[config.mk]
export PLATFORM = sky130hd
export DESIGN_NAME = kronos_issue_ctrl
export DESIGN_NICKNAME = d
export VERILOG_FILES = /design/src/rtl/kronos_types.sv /design/src/rtl/kronos_sb_counter.sv /design/src/rtl/kronos_issue_ctrl.sv
export SDC_FILE = /design/constraint.sdc
export NUM_CORES = 1
export LEC_CHECK = 0
export ABC_AREA = 1
export BUFFER_PORTS_ARGS = -buffer_cell sky130_fd_sc_hd__buf_2
export CAP_MARGIN = 25
export CORE_ASPECT_RATIO = 0.8
export CORE_MARGIN = 10
export CORE_UTILIZATION = 55
export CTS_BUF_LIST = sky130_fd_sc_hd__clkbuf_2 sky130_fd_sc_hd__clkbuf_4 sky130_fd_sc_hd__clkbuf_8
export CTS_CLUSTER_SIZE = 24
export DETAILED_ROUTE_END_ITERATION = 8
export GPL_TIMING_DRIVEN = 1
export PLACE_DENSITY = 0.75
export RECOVER_POWER = 100
export SLEW_MARGIN = 20
export SYNTH_ARGS = -nofsm -noshare
export SYNTH_HDL_FRONTEND = slang
export SYNTH_HIERARCHICAL = 1
export SYNTH_SLANG_ARGS = --single-unit
[constraint.sdc]
create_clock -name clk -period 2.8 [get_ports clk]
set_input_delay 0.56 -clock clk [delete_from_list [all_inputs] [get_ports clk]]
set_output_delay 0.56 -clock clk [all_outputs]
set_load 0.005 [all_outputs]
[src/rtl/kronos_types.sv]
// Shared types and sizes for the Kronos issue controller.
// The FSM encoding lives here so other blocks can decode the state if needed.
package kronos_types;

  localparam int unsigned NUM_REGS = 32;

  typedef enum logic [1:0] {
    ISS_RUN   = 2'd0,
    ISS_DRAIN = 2'd1,
    ISS_ACK   = 2'd2
  } iss_state_e;

endpackage

[src/rtl/kronos_sb_counter.sv]
// Per-register in-flight write counter for the issue scoreboard.
// Saturating up/down count with a synchronous clear and a retire-underflow flag.
module kronos_sb_counter #(
  parameter int unsigned MAX_PEND = 3,
  parameter int unsigned CNT_W    = $clog2(MAX_PEND + 1)
) (
  input  logic clk,
  input  logic rstz,
  input  logic inc,
  input  logic dec,
  input  logic clr,
  output logic nz,
  output logic full,
  output logic err
);

  logic [CNT_W-1:0] cnt_q;

  assign nz   = (cnt_q != '0);
  assign full = (cnt_q == CNT_W'(MAX_PEND));

  // A retire with nothing in flight is a protocol error; a clear discards it silently.
  assign err = dec & ~clr & ~nz;

  // NOTE: sequential state uses non-blocking assignments so every flop samples
  // pre-edge values regardless of block ordering.
  always_ff @(posedge clk or negedge rstz) begin
    if (!rstz) begin
      cnt_q <= '0;
    end else if (clr) begin
      cnt_q <= '0;
    end else if (inc && !dec && !full) begin
      cnt_q <= cnt_q + CNT_W'(1);
    end else if (dec && !inc && nz) begin
      cnt_q <= cnt_q - CNT_W'(1);
    end
  end

endmodule

[src/rtl/kronos_issue_ctrl.sv]
// Scoreboard issue controller between decode and execute: holds decode on operand or
// write-slot conflicts against in-flight writes and sequences fence drains.
module kronos_issue_ctrl
  import kronos_types::*;
#(
  parameter int unsigned MAX_PEND = 3
) (
  input  logic        clk,
  input  logic        rstz,
  input  logic        dec_vld,
  output logic        dec_rdy,
  input  logic [4:0]  rs1,
  input  logic [4:0]  rs2,
  input  logic [4:0]  rd,
  input  logic        rs1_read,
  input  logic        rs2_read,
  input  logic        rd_write,
  output logic        iss_vld,
  input  logic        iss_rdy,
  input  logic        wb_vld,
  input  logic [4:0]  wb_rd,
  input  logic        flush,
  input  logic        drain_req,
  output logic        drain_ack,
  output logic [31:0] pending,
  output logic        wb_err
);

  localparam int unsigned CNT_W = $clog2(MAX_PEND + 1);

  localparam logic [1:0] ST_RUN   = ISS_RUN;
  localparam logic [1:0] ST_DRAIN = ISS_DRAIN;
  localparam logic [1:0] ST_ACK   = ISS_ACK;

  logic [1:0]          state_q;
  logic [1:0]          state_d;
  logic                req_block_q;
  logic                wb_err_q;
  logic [NUM_REGS-1:0] nz_vec;
  logic [NUM_REGS-1:0] full_vec;
  logic [NUM_REGS-1:1] err_vec;
  logic                hazard;
  logic                state_run;
  logic                fire;
  logic                wb_take;

  // x0 is hardwired: never pending, never full, never counted.
  assign nz_vec[0]   = 1'b0;
  assign full_vec[0] = 1'b0;

  for (genvar i = 1; i < NUM_REGS; i++) begin : g_cnt
    kronos_sb_counter #(
      .MAX_PEND (MAX_PEND),
      .CNT_W    (CNT_W)
    ) u_cnt (
      .clk  (clk),
      .rstz (rstz),
      .inc  (fire & rd_write & (rd == 5'(i))),
      .dec  (wb_take & (wb_rd == 5'(i))),
      .clr  (flush),
      .nz   (nz_vec[i]),
      .full (full_vec[i]),
      .err  (err_vec[i])
    );
  end

  // Hazard looks only at registered counts; a same-cycle writeback does not bypass.
  assign hazard = (rs1_read & nz_vec[rs1])
                | (rs2_read & nz_vec[rs2])
                | (rd_write & full_vec[rd]);

  assign state_run = (state_q == ST_RUN);
  assign iss_vld   = dec_vld & ~hazard & state_run & ~flush;
  assign dec_rdy   = iss_rdy & ~hazard & state_run & ~flush;
  assign fire      = iss_vld & iss_rdy;
  assign wb_take   = wb_vld & ~flush;

  assign pending   = nz_vec;
  assign drain_ack = (state_q == ST_ACK);
  assign wb_err    = wb_err_q;

  // NOTE: every combinational output gets a default before the case, so no path
  // leaves state_d unassigned and no latch is inferred.
  always_comb begin
    state_d = state_q;
    case (state_q)
      ST_RUN:   if (drain_req && !req_block_q && !flush) state_d = ST_DRAIN;
      ST_DRAIN: if (!(|nz_vec)) state_d = ST_ACK;
      ST_ACK:   state_d = ST_RUN;
      default:  state_d = ST_RUN;
    endcase
  end

  // A drain_req still high after an acknowledge must drop for a cycle before it
  // can start another drain.
  always_ff @(posedge clk or negedge rstz) begin
    if (!rstz) begin
      state_q     <= ST_RUN;
      req_block_q <= 1'b0;
      wb_err_q    <= 1'b0;
    end else begin
      state_q <= state_d;
      if (state_q == ST_ACK) begin
        req_block_q <= drain_req;
      end else if (!drain_req) begin
        req_block_q <= 1'b0;
      end
      wb_err_q <= wb_err_q | (|err_vec);
    end
  end

endmodule

# Word-level counts from Yosys, hierarchy flattened
# Index checks and enable logic that the tools add are counted.
dict set report word_totals {
  reg_bits 66
  inputBits 30
  out_inout_bits 36
  word_cells 760
}
dict set report op_classes {
  add_sub_neg 62
  magnitude_cmp 3
  eq_ne 98
  mux 104
  n_bitwise 172
  n_reduce_logical 287
}
# operator count
set ops {}
lappend ops {{2-bit two-way mux} 95}
lappend ops {{5-bit equality test (second input constant)} 32}
lappend ops {{1-bit AND} 136}
lappend ops {{1-bit logical AND} 126}
lappend ops {{1-bit zero test} 95}
lappend ops {{3-bit nonzero test} 31}
lappend ops {{5-bit by 4-bit equality test with 1-bit output (second input constant)} 16}
lappend ops {{2-bit equality test (second input constant)} 32}
lappend ops {{2-bit by 1-bit adder with 2-bit output (second input constant)} 31}
lappend ops {{2-bit nonzero test} 31}
lappend ops {{31-bit OR reduction} 2}
lappend ops {{2-bit by 1-bit subtractor with 2-bit output (second input constant)} 31}
lappend ops {{5-bit by 3-bit equality test with 1-bit output (second input constant)} 8}
lappend ops {{1-bit NOT} 33}
lappend ops {{5-bit by 2-bit equality test with 1-bit output (second input constant)} 4}
lappend ops {{5-bit by 6-bit less-than comparator with 1-bit output (second input constant)} 3}
lappend ops {{1-bit binary-select mux with 5-bit select} 3}
lappend ops {{5-bit by 1-bit equality test with 1-bit output (second input constant)} 2}
lappend ops {{1-bit two-way mux} 5}
lappend ops {{2-bit by 1-bit != test with 1-bit output (second input constant)} 2}
lappend ops {{2-bit case mux with 2 select lines} 1}
lappend ops {{1-bit OR} 3}
lappend ops {{2-bit by 1-bit equality test with 1-bit output (second input constant)} 1}
lappend ops {{2-bit zero test} 1}
lappend ops {{2 further kinds} 2}

# Longest topological paths before layout
# Gate-level depths: netlist of the first run.
dict set report logic_depth {
  word_depth 19
  mapped_depth 22
  ltp_nobuf 21
}

# Cells and area by module
# The synthesis of the first run kept the hierarchy.
# mod n_inst cells_each area_each_um2 seq_area_each_um2
set by_module_without_submodules {}
lappend by_module_without_submodules {kronos_sb_counter 31 26 165.2 50.0}
lappend by_module_without_submodules {kronos_issue_ctrl 1 451 2108.3 100.1}

# Worst setup path after synthesis of the first run
# OpenSTA, ideal clock, no wires.
dict set report synth_path {
  path_type {in2reg}
  start {in rs1[0]}
  end {reg g_cnt[10].u_cnt.cnt_q[1]}
  setup_time_ns 0.117
  arrival_time_ns 2.267
  required_ns 2.683
  slack_ns 0.415
  path_stages 17
  path_buffers 3
  cell_sequence {buf_4 > buf_2 > o211ai_1 > nand3_1 > nand3_1 > nand2_1 > nor2_1 > nor2_1 > nor2_2 > nand3_2 > buf_6 > nor2_1 > inv_1 > nor2_1 > a21oi_1 > nand3_1 > nand2_1}
}
dict set report synth_between {
  elab_chain_cells 16
  elab_cells_between_ends 20
  classes_between {4 x mux; 10 x bitwise; 6 x reduce/logical}
}
# element line_no
set synth_lines {}
lappend synth_lines {{from (decl)} kronos_issue_ctrl.sv:12} ;# input logic [4:0] rs1,
lappend synth_lines {{1-bit binary-select mux with 5-bit select *} kronos_issue_ctrl.sv:68} ;# assign hazard = (rs1_read & nz_vec[rs1])
lappend synth_lines {{1-bit two-way mux (implied by the code) *} kronos_issue_ctrl.sv:68}
lappend synth_lines {{1-bit AND *} kronos_issue_ctrl.sv:68}
lappend synth_lines {{1-bit OR *} kronos_issue_ctrl.sv:69} ;# | (rs2_read & nz_vec[rs2])
lappend synth_lines {{1-bit OR *} kronos_issue_ctrl.sv:70} ;# | (rd_write & full_vec[rd]);
lappend synth_lines {{1-bit NOT *} kronos_issue_ctrl.sv:73} ;# assign iss_vld = dec_vld & ~hazard & state_run & ~flush;
lappend synth_lines {{1-bit AND * (3 in series)} kronos_issue_ctrl.sv:73}
lappend synth_lines {{1-bit AND *} kronos_issue_ctrl.sv:75} ;# assign fire = iss_vld & iss_rdy;
lappend synth_lines {{1-bit AND * (2 in series)} kronos_issue_ctrl.sv:58} ;# .inc (fire & rd_write & (rd == 5'(i))),
lappend synth_lines {{1-bit logical AND / 1-bit zero test (equally long branches)} {kronos_sb_counter.sv:32, kronos_sb_counter.sv:34}}
lappend synth_lines {{1-bit logical AND, on equally long branches} {kronos_sb_counter.sv:32, kronos_sb_counter.sv:34}}
lappend synth_lines {{2-bit two-way mux / 1-bit logical AND (equally long branches)} {kronos_sb_counter.sv:32, kronos_sb_counter.sv:34}}
lappend synth_lines {{2-bit two-way mux / 3-bit nonzero test (equally long branches)} -}
lappend synth_lines {{to (signal assigned)} kronos_sb_counter.sv:33} ;# cnt_q <= cnt_q + CNT_W'(1);
lappend synth_lines {{to (signal assigned)} kronos_sb_counter.sv:35} ;# cnt_q <= cnt_q - CNT_W'(1);
lappend synth_lines {{to (decl)} kronos_sb_counter.sv:17} ;# logic [CNT_W-1:0] cnt_q;
# Every way passes the cells marked *; elsewhere a longest branch is shown, timed or not. The select of a mux whose other input is x is not followed.
# A chain may end at the register's enable or synchronous reset.

# Final worst setup path of the first run
dict set report layout_path {
  start {reg g_cnt[29].u_cnt.cnt_q[0]}
  end {out dec_rdy}
}
dict set report layout_between {
  elab_chain_cells 10
  elab_cells_between_ends 17
  classes_between {1 x eq/ne; 6 x mux; 9 x bitwise; 1 x reduce/logical}
}
# element line_no
set layout_lines {}
lappend layout_lines {{from (decl)} kronos_sb_counter.sv:17}
lappend layout_lines {{from (signal assigned)} kronos_sb_counter.sv:33}
lappend layout_lines {{from (signal assigned)} kronos_sb_counter.sv:35}
lappend layout_lines {{2-bit nonzero test} kronos_sb_counter.sv:19} ;# assign nz = (cnt_q != '0);
lappend layout_lines {{1-bit binary-select mux with 5-bit select, on equally long branches} {kronos_issue_ctrl.sv:68, kronos_issue_ctrl.sv:69}}
lappend layout_lines {{1-bit two-way mux, on equally long branches} {kronos_issue_ctrl.sv:68, kronos_issue_ctrl.sv:69}}
lappend layout_lines {{1-bit AND, on equally long branches} {kronos_issue_ctrl.sv:68, kronos_issue_ctrl.sv:69}}
lappend layout_lines {{1-bit OR} kronos_issue_ctrl.sv:69}
lappend layout_lines {{1-bit OR *} kronos_issue_ctrl.sv:70}
lappend layout_lines {{1-bit NOT *} kronos_issue_ctrl.sv:74} ;# assign dec_rdy = iss_rdy & ~hazard & state_run & ~flush;
lappend layout_lines {{1-bit AND * (3 in series)} kronos_issue_ctrl.sv:74}
lappend layout_lines {{to (decl)} kronos_issue_ctrl.sv:11} ;# output logic dec_rdy,
# Marks and branches as above.

==> metrics.txt, run 1 <==
Initial Util=56.2%; Most common cell on crit path=nand3_1; mapped cell area=7230 um^2; kind of critical path=register to primary output; r2r startpoint=g_cnt[29].u_cnt/cnt_q[0]; GPL Wtd Cong=0.978; DR pass1 iterations=6; fin util=64.6%; Core Region=12900 um^2; Cell variety after synth=25; Peak VDD IR=0.352 mV; RSZ-0062 raised after global routing=true; syn avg cell area=5.75 um^2; static leakage=4.36 nW; antenna violations before repair=0; Seq cells post-synth=66; quantity of I/O buffers inserted on ports=64; worst setup margin=143 ps; die area=18200 um^2; gr ovfl total=0; die height=123 um; Mapped Cells=1257; clk root buf=clkbuf_8; FILL cells=1289; failing checks=max-capacitance violations, max-slew violations; Cell Count, Final, Fillers Out=1534; fin crit period=2660 ps; CTS Buf Count=9; largest family of logic cells by synthesized area=simple AND/OR/NAND/NOR gates; Final Cycle Share=94.9%; drt total wl=22900 um; CP Capture Type=primary output; TNS Setup=0 ps; compound-cell area share of the yosys netlist=4.88%; post-synthesis sequential area ratio=22.8%; worst hold path class=input pin to async pin; HPWL after DPL=17600 um; max-cap violation count=2; Final Hold Fails=0; diode count=0; max_slew headroom=-24.9%; TritonCTS clock tree=yes; CP Data Arrival Time=2100 ps; Slowest-stage cell, CP=dfrtp_1; Clk pin slew, worst setup/hold paths=70 ps; worst-case clock buffer depth=2; first-pass GRT wire length=36300 um; H-tree depth=3; Syn-to-layout area delta=15.0%; layout cells sized above 1=24.2%; Final nets=1386; Setup crit start kind=register; Post-Synth XOR/XNOR Area=0%; P per Cell Area=399 nW/um^2; vias in the first global route=7457; Highest Clock Rate=376 MHz; hold_buf cts=0; largest fanout on the critical path=6; CP peak stage delay=420 ps; Yosys warnings=6; status=finished with violations; gr usage total=24.5%; mux share of post-synthesis cell area=0%; crit-path cells=inv_2, nand2_2, inv_1, nand2_1, nand3_1, nand3_1, nand3_1, nand3_1, nand3_2, nand2_2, nor2_2, nand3_1, nor2_1, buf_2; Tot Pwr=3.32 mW; Placed Cells=1504; I/O pin cnt=66; Worst-Margin Slew=1870 ps; FF+latch area=1650 um^2; post-route clock skew=7.49 ps; Placement Setup Slack=-60.5 ps; drt initial violations=893; Synth Area in Adders=0%; max-slew violations=59; vias per cell=5.41; pin count of the biggest net entering global routing=126; detailed-route via count=8297; Mapped Nets=1287; Critical Path RT=2240 ps; area of the multi-input gates=4630 um^2; row count=37; Post-Synth Simple-Gate Area=57.4%; crit path launch=g_cnt[29].u_cnt/cnt_q[0]; final setup violation count=0; DRC=0; WL per Instance=14.9 um; clk sinks=66; chip width=148 um; Final ANT Viol Nets=0; Worst-Skew Late Latency=370 ps
## metal layers
layer	GRT usage (%)	vias to the layer above	share of wire [%]
met4	8.84	0	2.7
li1	-	4134	-
met3	7.06	45	11
met1	32.8	3771	44
met2	37.0	347	43
met5	0	-	0
## power by group
group          total (mW)  internal [mW]  leakage (nW)  switching [mW]
Sequential           1.21           1.07         0.836           0.142
Combinational        1.30          0.444          3.43           0.854
Clock               0.806          0.407        0.0952           0.399
Total                3.32           1.92          4.36            1.39
## cells in the mapped netlist
library cell	count	area [um^2]
a21oi_1	32	160
buf_1	1	3.75
buf_2	5	25.0
buf_4	4	30.0
buf_6	7	78.8
clkbuf_1	5	18.8
clkinv_1	4	15.0
conb_1	1	3.75
dfrtp_1	66	1650
inv_1	204	766
inv_2	36	135
nand2_1	273	1020
nand2_2	63	394
nand3_1	122	611
nand3_2	63	631
nand4_1	39	244
nor2_1	219	822
nor2_2	23	144
nor3_1	43	215
nor4_1	9	56.3
o211ai_1	2	15.0
o21a_1	1	7.51
o21ai_0	3	15.0
o21ai_1	31	155
or3_1	1	6.26
## what timing repair did
action                     4_1_cts  5_1_grt
setup buffers                    0       16
setup endpoints to repair        0       27
gates resized for setup          0       40
## flip-flops by register name, summed over array words and instances (netlist names)
signal	count
wb_err	1
state_q	2
g_cnt.u_cnt/cnt_q	62
req_block_q	1
## logic make-up after synthesis
logic type             Yosys count
AND/OR/NAND/NOR                855
buffers and inverters          266
AO/OA/AOI/OAI                   69
flip-flops                      66
other                            1
## metrics by stage
stage | hold slack [ps] | cell area, um^2
5_1_grt | 158 | 8310
3_3_place_gp | 437 | 7900
3_5_place_dp | 436 | 7900
4_1_cts | 28.3 | 8080
2_1_floorplan | 264 | 7230
6_report | 146 | 8310
## placed cells by master, fill, tap and decap left out, types with 3 or more instances in the layout
cell	instances
nand2_1	261
nor2_1	215
inv_1	199
nand3_1	121
nand3_2	64
dfrtp_1	64
nand2_2	60
buf_2	60
nor3_1	42
inv_2	41
buf_4	40
nand4_1	39
a21oi_1	32
o21ai_1	31
nor2_2	27
nand2_4	15
nor4_1	9
clkbuf_8	9
clkbuf_1	5
buf_12	5
clkinv_1	4
o21ai_0	3
clkinv_2	3
## cell type report
cell class	instances	area share [%]
flip-flops and latches	66	19.9
multi-input cells	925	55.7
inverters	244	11.0
repair buffers	110	8.65
clock inverters	4	0.542
well taps	175	2.63
clock buffers	10	1.58
## path summary, 6_finish.rpt
check	end	slack, ps	cells after the start
setup / recovery	dec_rdy	140	14
hold / removal	g_cnt[17].u_cnt/cnt_q[0]	150	1
setup reg to reg	g_cnt[22].u_cnt/cnt_q[1]	200	20
hold reg to reg	state_q[0]	470	1
max in group asynchronous	g_cnt[21].u_cnt/cnt_q[0]	520	2
min in group clk	req_block_q	420	2
## critical path, delay by kind of cell, from the launching register on
kind / cells / cell delay, ps
AND/OR/NAND/NOR: 11 / 970
flip-flops: 1 / 420
buffers and inverters: 3 / 340
No activity file was read; power rests on OpenSTA's default activity.
==> run 2, diff against run 1 <==
CTS_BUF_LIST = default   (was sky130_fd_sc_hd__clkbuf_2 sky130_fd_sc_hd__clkbuf_4 sky130_fd_sc_hd__clkbuf_8)
==> run 2 against run 1 <==
The flow still finishes with violations (max-capacitance violations, max-slew violations). Utilization fell by 0.65 points. Design area fell by 1.0%. Global-route usage rose by 0.14 points. Via count fell by 0.43%. Clock-buffer cell count did not move. Critical path depth did not move. Non-clock buffer count fell by 7. Worst hold slack improved by 30 ps. Sequential share of layout area rose by 0.22 points. Total power rose by 7.8%. Combinational power fell by 3%. Largest power group unchanged.
==> metrics.txt, run 2 (synthesis results as in run 1) <==
commonest non-fill, non-tap cell in the layout=nand2_1; pin count of the biggest net entering global routing=126; worst hold path class=input pin to async pin; Hold WS=177 ps; DRC=0; Logic pwr share=35.3%; Sw Share=39.4%; max_slew headroom=-24.2%; P per Cell Area=434 nW/um^2; Tot Pwr=3.58 mW; H-tree depth=3; final setup violation count=0; Syn-to-layout area delta=13.9%; Top Metal Used=met4; HPWL after DPL=17600 um; clk root buf=clkbuf_16; drt initial violations=940; TritonCTS clock tree=yes; detailed-route via count=8261; max-cap violation count=2; CP Capture Type=primary output; Clk pin slew, worst setup/hold paths=50 ps; CTS Buf Count=9; diode count=0; vias per cell=5.41; largest fanout on the critical path=6; static leakage=4.32 nW; Most flops, register=g_cnt.u_cnt/cnt_q; first-pass GRT wire length=36600 um; RSZ-0062 raised after global routing=false; drt total wl=22700 um; Post-Route M1 WL=10500 um; number of flip-flops in the largest register=62; Final Hold Fails=0; Core Region=12900 um^2; I/O pin cnt=66; die area=18200 um^2; Final nets=1379; metal2 WL=9790 um; Worst-Skew Late Latency=340 ps; row count=37; clk sinks=66; Highest Clock Rate=380 MHz; die height=123 um; antenna violations before repair=0; Initial Util=56.2%; layout cells sized above 1=21.2%; Worst-Margin Slew=1860 ps; gr ovfl total=0; kind of critical path=register to primary output; GPL Wtd Cong=0.978; Setup crit start kind=register; Final Cycle Share=93.9%; worst-case clock buffer depth=2; met3 WL=1990 um; Clock Power Share=30.9%; post-route clock skew=7.06 ps; Peak VDD IR=0.435 mV; CP Data Arrival Time=2070 ps; status=finished with violations; most frequent cells in the layout=nand2_1 (264), nor2_1 (232), inv_1 (203); sequential fraction of design power=33.9%; failing checks=max-capacitance violations, max-slew violations; switching power=1.41 mW; vias in the first global route=7464; leading registers by flop count=g_cnt.u_cnt/cnt_q x62, state_q x2; DR pass1 iterations=6; WL per Instance=14.9 um; chip width=148 um; FILL cells=1297; Critical Path RT=2240 ps; gr usage total=24.6%; quantity of I/O buffers inserted on ports=64; crit path launch=g_cnt[26].u_cnt/cnt_q[1]; max-slew violations=32; r2r startpoint=g_cnt[26].u_cnt/cnt_q[1]; fin crit period=2630 ps; internal power=2.17 mW; Final ANT Viol Nets=0
-- run 2: cell types whose count changed in the layout (fill, tap and decap cells not counted), sizes merged --
cell	delta
clkbuf	+5
buf	-12
-- run 2: timing repair --
action                     in CTS  in global routing
resized for setup               0                 31
setup buffers                   0                  9
hold buffers                    0                  0
setup endpoints to repair       0                 26
-- run 2: area by class of cell --
cell class	instances	area, um^2	share of cell area, %
Clock buffer	10	229	2.78
Clock inverter	4	45.0	0.547
Inverter	244	916	11.1
Multi-Input combinational cell	925	4520	55.0
Sequential cell	66	1660	20.1
Tap cell	175	219	2.66
Timing Repair Buffer	103	642	7.80
-- run 2: path summary, 6_finish.rpt --
check,endpoint,slack (ps),cells past startpoint
setup reg to reg,g_cnt[3].u_cnt/cnt_q[1],220,19
setup / recovery,dec_rdy,170,14
min in group clk,req_block_q,450,2
max in group asynchronous,g_cnt[21].u_cnt/cnt_q[0],490,2
hold reg to reg,state_q[0],460,1
hold / removal,g_cnt[17].u_cnt/cnt_q[0],180,1
-- run 2: worst max-delay path: stages (launching register included) --
cell,delay (ps)
dfrtp_1,420
inv_1,80
nand2_2,150
inv_1,130
nand2_1,60
nand3_1,70
nand3_1,80
nand3_1,60
nand3_1,80
nand3_2,100
nand2_2,80
nor2_4,130
nand3_2,70
nor2_2,90
buf_2,120
-- run 2: layer usage --
layer | vias up | GRT usage (%)
met3 | 37 | 4.78
met4 | 0 | 7.05
li1 | 4132 | -
met5 | - | 0
met2 | 353 | 38.2
met1 | 3739 | 34.3
-- run 2: power by group through the flow --
stage | clock, mW | combinational (mW) | sequential, mW
after CTS | 1.13 | 1.20 | 1.20
after global routing | 1.17 | 1.40 | 1.23
after detailed placement | 0 | 1.19 | 1.22
after global placement | 0 | 1.18 | 1.21
after floorplan | 0 | 0.773 | 1.19
final | 1.10 | 1.26 | 1.21
-- run 2: metrics by stage --
step / setup TNS [ps] / instances / setup slack [ps] / util [%] / instance area [um^2]
6_report: 0 / 1527 / 170 / 64.0 / 8230
5_1_grt: 0 / 1527 / 5.99 / 64.0 / 8230
3_5_place_dp: -364 / 1504 / -60.5 / 61.4 / 7900
4_1_cts: 0 / 1518 / 81.0 / 63.5 / 8180
3_3_place_gp: -22.4 / 1504 / -12.9 / 61.4 / 7900
2_1_floorplan: 0 / 1257 / 415 / - / 7230
